[config.mk]
export PLATFORM = sky130hd
export DESIGN_NAME = branch_resolver
export DESIGN_NICKNAME = d
export VERILOG_FILES = /design/src/rtl/branch_resolver.sv
export SDC_FILE = /design/constraint.sdc
export NUM_CORES = 1
export LEC_CHECK = 0
export CORE_MARGIN = 8
export CORE_UTILIZATION = 45
export DETAILED_ROUTE_END_ITERATION = 8
export GPL_TIMING_DRIVEN = 0
export PLACE_DENSITY = 0.69
export SLEW_MARGIN = 10
export SYNTH_ARGS = -nofsm -noshare
export SYNTH_HDL_FRONTEND = slang
export SYNTH_SLANG_ARGS = --single-unit
export TNS_END_PERCENT = 100
[constraint.sdc]
create_clock -name clk -period 7.04 [get_ports clk]
set_input_delay 0.704 -clock clk [delete_from_list [all_inputs] [get_ports clk]]
set_output_delay 0.704 -clock clk [all_outputs]
set_load 0.01 [all_outputs]
[src/rtl/branch_resolver.sv]
// Branch resolution unit: detects mispredicts in EX, drives a one-cycle front-end flush,
// and queues predictor update packets. Optional mispredict counter under BR_RESOLVER_STATS_EN.
module branch_resolver (
   input  logic        clk,
   input  logic        resetn,
   input  logic        stall,
   input  logic        ex_valid,
   input  logic [31:0] ex_pc,
   input  logic [1:0]  ex_type,
   input  logic        ex_taken,
   input  logic [31:0] ex_target,
   input  logic [32:0] pred_pack,
   output logic        flush,
   output logic [31:0] redirect_pc,
   output logic        upd_valid,
   input  logic        upd_ready,
   output logic [66:0] upd_info,
   output logic        queue_full
`ifdef BR_RESOLVER_STATS_EN
   ,
   output logic [31:0] mispredict_cnt
`endif
);

   typedef enum logic [1:0] {
      S_IDLE   = 2'd0,
      S_FLUSH  = 2'd1,
      S_SQUASH = 2'd2
   } state_e;

   state_e      state_q;
   logic        flush_q;
   logic [31:0] redirect_q;

   logic [66:0] mem_q [0:3];
   logic [1:0]  wr_ptr_q, wr_ptr_d;
   logic [1:0]  rd_ptr_q, rd_ptr_d;
   logic [2:0]  count_q, count_d;

   logic        pred_dir_s;
   logic [31:0] pred_tar_s;
   logic        accept_s;
   logic        mispredict_s;
   logic [31:0] redir_tgt_s;
   logic        empty_s;
   logic        full_s;
   logic        pop_s;
   logic        push_s;
   logic [66:0] entry_s;

   assign pred_dir_s = pred_pack[32];
   assign pred_tar_s = pred_pack[31:0];

   // Resolutions are only taken while the FSM is idle and EX is not stalled.
   assign accept_s     = ex_valid && !stall && (state_q == S_IDLE);
   assign mispredict_s = (ex_taken != pred_dir_s) ||
                         (ex_taken && pred_dir_s && (ex_target != pred_tar_s));
   assign redir_tgt_s  = ex_taken ? ex_target : (ex_pc + 32'd8);

   assign empty_s = (count_q == 3'd0);
   assign full_s  = (count_q == 3'd4);
   assign pop_s   = !empty_s && upd_ready;
   assign push_s  = accept_s && (!full_s || pop_s);
   assign entry_s = {ex_pc, ex_taken, ex_target, ex_type};

   // Control FSM with registered flush pulse and redirect address.
   always_ff @(posedge clk) begin
      if (!resetn) begin
         state_q    <= S_IDLE;
         flush_q    <= 1'b0;
         redirect_q <= 32'd0;
      end else begin
         case (state_q)
            S_IDLE: begin
               if (accept_s && mispredict_s) begin
                  state_q    <= S_FLUSH;
                  flush_q    <= 1'b1;
                  redirect_q <= redir_tgt_s;
               end else begin
                  state_q    <= S_IDLE;
                  flush_q    <= 1'b0;
                  redirect_q <= 32'd0;
               end
            end
            S_FLUSH: begin
               state_q    <= S_SQUASH;
               flush_q    <= 1'b0;
               redirect_q <= 32'd0;
            end
            S_SQUASH: begin
               state_q    <= S_IDLE;
               flush_q    <= 1'b0;
               redirect_q <= 32'd0;
            end
            default: begin
               state_q    <= S_IDLE;
               flush_q    <= 1'b0;
               redirect_q <= 32'd0;
            end
         endcase
      end
   end

   assign flush       = flush_q;
   assign redirect_pc = redirect_q;

   // Next-state for the update queue pointers and occupancy.
   always_comb begin
      wr_ptr_d = wr_ptr_q;
      rd_ptr_d = rd_ptr_q;
      count_d  = count_q;
      if (push_s) begin
         wr_ptr_d = wr_ptr_q + 2'd1;
      end else begin
         wr_ptr_d = wr_ptr_q;
      end
      if (pop_s) begin
         rd_ptr_d = rd_ptr_q + 2'd1;
      end else begin
         rd_ptr_d = rd_ptr_q;
      end
      case ({push_s, pop_s})
         2'b10:   count_d = count_q + 3'd1;
         2'b01:   count_d = count_q - 3'd1;
         default: count_d = count_q;
      endcase
   end

   // Queue pointer and occupancy registers.
   always_ff @(posedge clk) begin
      if (!resetn) begin
         wr_ptr_q <= 2'd0;
         rd_ptr_q <= 2'd0;
         count_q  <= 3'd0;
      end else begin
         wr_ptr_q <= wr_ptr_d;
         rd_ptr_q <= rd_ptr_d;
         count_q  <= count_d;
      end
   end

   // Queue storage; contents are masked by occupancy so need no reset.
   always_ff @(posedge clk) begin
      if (push_s) begin
         mem_q[wr_ptr_q] <= entry_s;
      end
   end

   assign upd_valid  = !empty_s;
   assign upd_info   = empty_s ? 67'd0 : mem_q[rd_ptr_q];
   assign queue_full = full_s;

`ifdef BR_RESOLVER_STATS_EN
   logic [31:0] mispredict_cnt_q;

   // Accepted-mispredict counter, wraps naturally at 2^32.
   always_ff @(posedge clk) begin
      if (!resetn) begin
         mispredict_cnt_q <= 32'd0;
      end else if (accept_s && mispredict_s) begin
         mispredict_cnt_q <= mispredict_cnt_q + 32'd1;
      end else begin
         mispredict_cnt_q <= mispredict_cnt_q;
      end
   end

   assign mispredict_cnt = mispredict_cnt_q;
`endif

endmodule

==> results.json <==
{
  "cts_buffers": 34,
  "r2r_setup_slack_ps": 4130,
  "async_flop_share_pct": 0,
  "clockBufferDepth": 3,
  "fin_skew_ps": 11.6,
  "clk_latency_ps": 510,
  "ys_warn_count": 0,
  "slew_headroom_pct": 38.4,
  "clkTransAtPathRegs_ps": 60,
  "cts_resized": 0,
  "syn_inst": 753,
  "worstHoldPathType": "register to register",
  "worst_pin_slew_ps": 920,
  "p_per_area_nw_per_um2": 255,
  "synth_top_area_share_pct": 62.2,
  "vdd_drop_max_mv": 0.197,
  "ys_types": 54,
  "status": "completed",
  "grt_max_degree": 47,
  "hpwl_mm": 24.1,
  "synthSimpleGateAreaFrac_pct": 8.96,
  "fin_cells": 1409,
  "final.min_clock_period_ps": 3930,
  "muxShareOfSynthArea_pct": 12.9,
  "synth-edff-count": 268,
  "post_drt_wl_per_cell_um": 24.2,
  "dr.pass1.iters": 5,
  "path_class": "register to primary output",
  "start_util_pct": 45.3,
  "synth-compound-area-share_pct": 3.06,
  "setup-tns-final_ps": 0,
  "totalWireLength_mm": 34.2,
  "synth_largest_area_cell": "edfxtp_1",
  "core_um2": 28500,
  "synth-adder-area-share_pct": 0.735,
  "gr-total-overflow": 0,
  "rsz0062_at_grt": "false",
  "ys_seq_area_share_pct": 69.0,
  "critPathLaunchType": "register",
  "multi_input_area_um2": 3810,
  "clkSinkCount": 312,
  "synth_top_family_by_area": "multiplexers",
  "grt_antenna_before_repair": 0,
  "portBuffers": 206,
  "synth_xor_area_share_pct": 3.72,
  "synth_ff_type": "edfxtp_1",
  "drc": 0,
  "grt_use_total_pct": 19.8,
  "htreeDepth": 2,
  "ys_seq_elements": 312,
  "regToRegStartpoint": "count_q[0]",
  "cts_post_setup_buffers_inserted": 0,
  "final_cell_mix": "edfxtp_1 (268), clkdlybuf4s50_1 (206), and2_1 (72), mux4_2 (67), dfxtp_1 (44)",
  "syn_nets": 865,
  "final_layout_size_suffix_gt1_share_pct": 15.1,
  "dpl.cell_count": 1347,
  "die-area_um2": 34400,
  "cts_tree": "done",
  "slew_viol_final": 0,
  "antenna-diode-count": 0,
  "gp_congestion": 0.827,
  "end_kind": "primary output",
  "die_h_um": 186,
  "mostFrequentLayoutCell": "edfxtp_1",
  "timing.final.crit_share_pct": 55.8,
  "hold_violations": 0,
  "grt_pass1_wl_mm": 49.9,
  "hp-start": "state_q[1]",
  "setup_violations": 0,
  "p_leak_nw": 5.45,
  "vias_per_cell": 5.44,
  "nets": 1111,
  "cts_root_buf": "clkbuf_16",
  "area_growth_pct": 29.1,
  "fin_area_um2": 16700,
  "ant_nets": 0,
  "fill_cells": 2240,
  "seq_area_um2": 8930,
  "place_area_um2": 15600,
  "fmax_mhz": 255,
  "syn_avg_cell_area_um2": 17.2,
  "worst_ep_arrival_time_ps": 3220,
  "std_cell_rows": 62,
  "drt_iter0_markers": 578,
  "ioPinCount": 207,
  "die_w_um": 186,
  "ctsHoldBuffers": 0,
  "grt_pass1_vias": 7855,
  "crit_fanout": 10,
  "dr_total_vias": 7662,
  "drv_cap": 0,
  "ys_top_cells_by_area": "edfxtp_1 (62%), mux4_2 (12%), dfxtp_1 (6.8%), and2_1 (3.7%), xor2_1 (2.6%)",
  "syn_area_um2": 12900,
  "cp.required_ps": 6340
}
final timing paths:
| kind | to | depth (start not counted) |
|---|---|---|
| worst min-delay path | state_q[1] | 1 |
| worst max-delay path | upd_info[56] | 5 |
| worst max register to register | count_q[2] | 9 |
| worst min register to register | state_q[1] | 1 |
logic make-up (layout without fill, tap and decap cells):
group | Yosys count | in the layout
and+or+nand+nor | 191 | 191
adders and majority gates | 7 | 7
AOI/OAI and AO/OA | 56 | 56
muxes | 83 | 83
buffers and inverters | 49 | 321
xor gates and xnor gates | 55 | 55
DFF | 312 | 312
power by group:
part | switching [W] | internal (W)
registers | 0.0000131 | 0.00205
clock network | 0.000698 | 0.00106
logic | 0.000220 | 0.000217
total | 0.000931 | 0.00333
final cells by class:
cell class	instances	area share (%)
plain buffers	38	1.01
repair buffers	210	12.9
multi-input cells	392	22.8
clock inverters	15	0.824
well taps	384	2.88
flip-flops and latches	312	53.4
clock buffers	47	5.89
inverters	11	0.247
layer usage:
layer,vias up,track usage (%),wire length (um)
li1,3446,-,-
met1,3907,25.9,14400
met2,267,33.0,16400
met3,42,4.68,2610
met4,0,5.34,680
met5,-,0,0
critical path, cell delays in order, from the launching register on:
cell	delay [ps]
dfxtp_1	360
buf_1	710
clkbuf_1	570
mux4_2	400
and2_1	190
clkdlybuf4s50_1	480
flip-flops by register name (all words and copies together), names as in the netlist, named ones only:
name	count
count_q	3
flush	1
mem_q	268
rd_ptr_q	2
redirect_pc	32
state_q	2
wr_ptr_q	2
cell usage after synthesis (2+ instances only):
master / count
nor4_1: 16
mux2i_1: 16
edfxtp_1: 268
or3_1: 3
nand4_1: 8
a2111oi_2: 3
buf_1: 6
o21a_1: 2
o21ai_0: 7
ha_1: 6
xnor2_1: 17
nand2_1: 23
mux4_2: 67
nor2_1: 18
and2_1: 76
a21boi_0: 2
clkbuf_1: 16
nor3_1: 14
a211oi_1: 8
o21ai_1: 2
dfxtp_1: 44
nand3_1: 12
a2111oi_0: 3
and4_1: 4
xor2_1: 38
buf_2: 14
a21oi_1: 17
and3_1: 3
inv_1: 10
o31a_1: 6
through the flow:
| stage | hold slack [ps] | setup slack (ps) | total power (W) | utilization [%] |
|---|---|---|---|---|
| finish | 469 | 3110 | 0.00426 | 58.5 |
| global route | 488 | 2940 | 0.00439 | 58.5 |
| CTS | 474 | 3080 | 0.00430 | 58.5 |
| detailed placement | 460 | 3140 | 0.00255 | 54.6 |
| global placement | 456 | 1540 | 0.00254 | 54.2 |
| floorplan | 441 | 3410 | 0.00230 | - |
No activity file was read; power rests on OpenSTA's default activity.
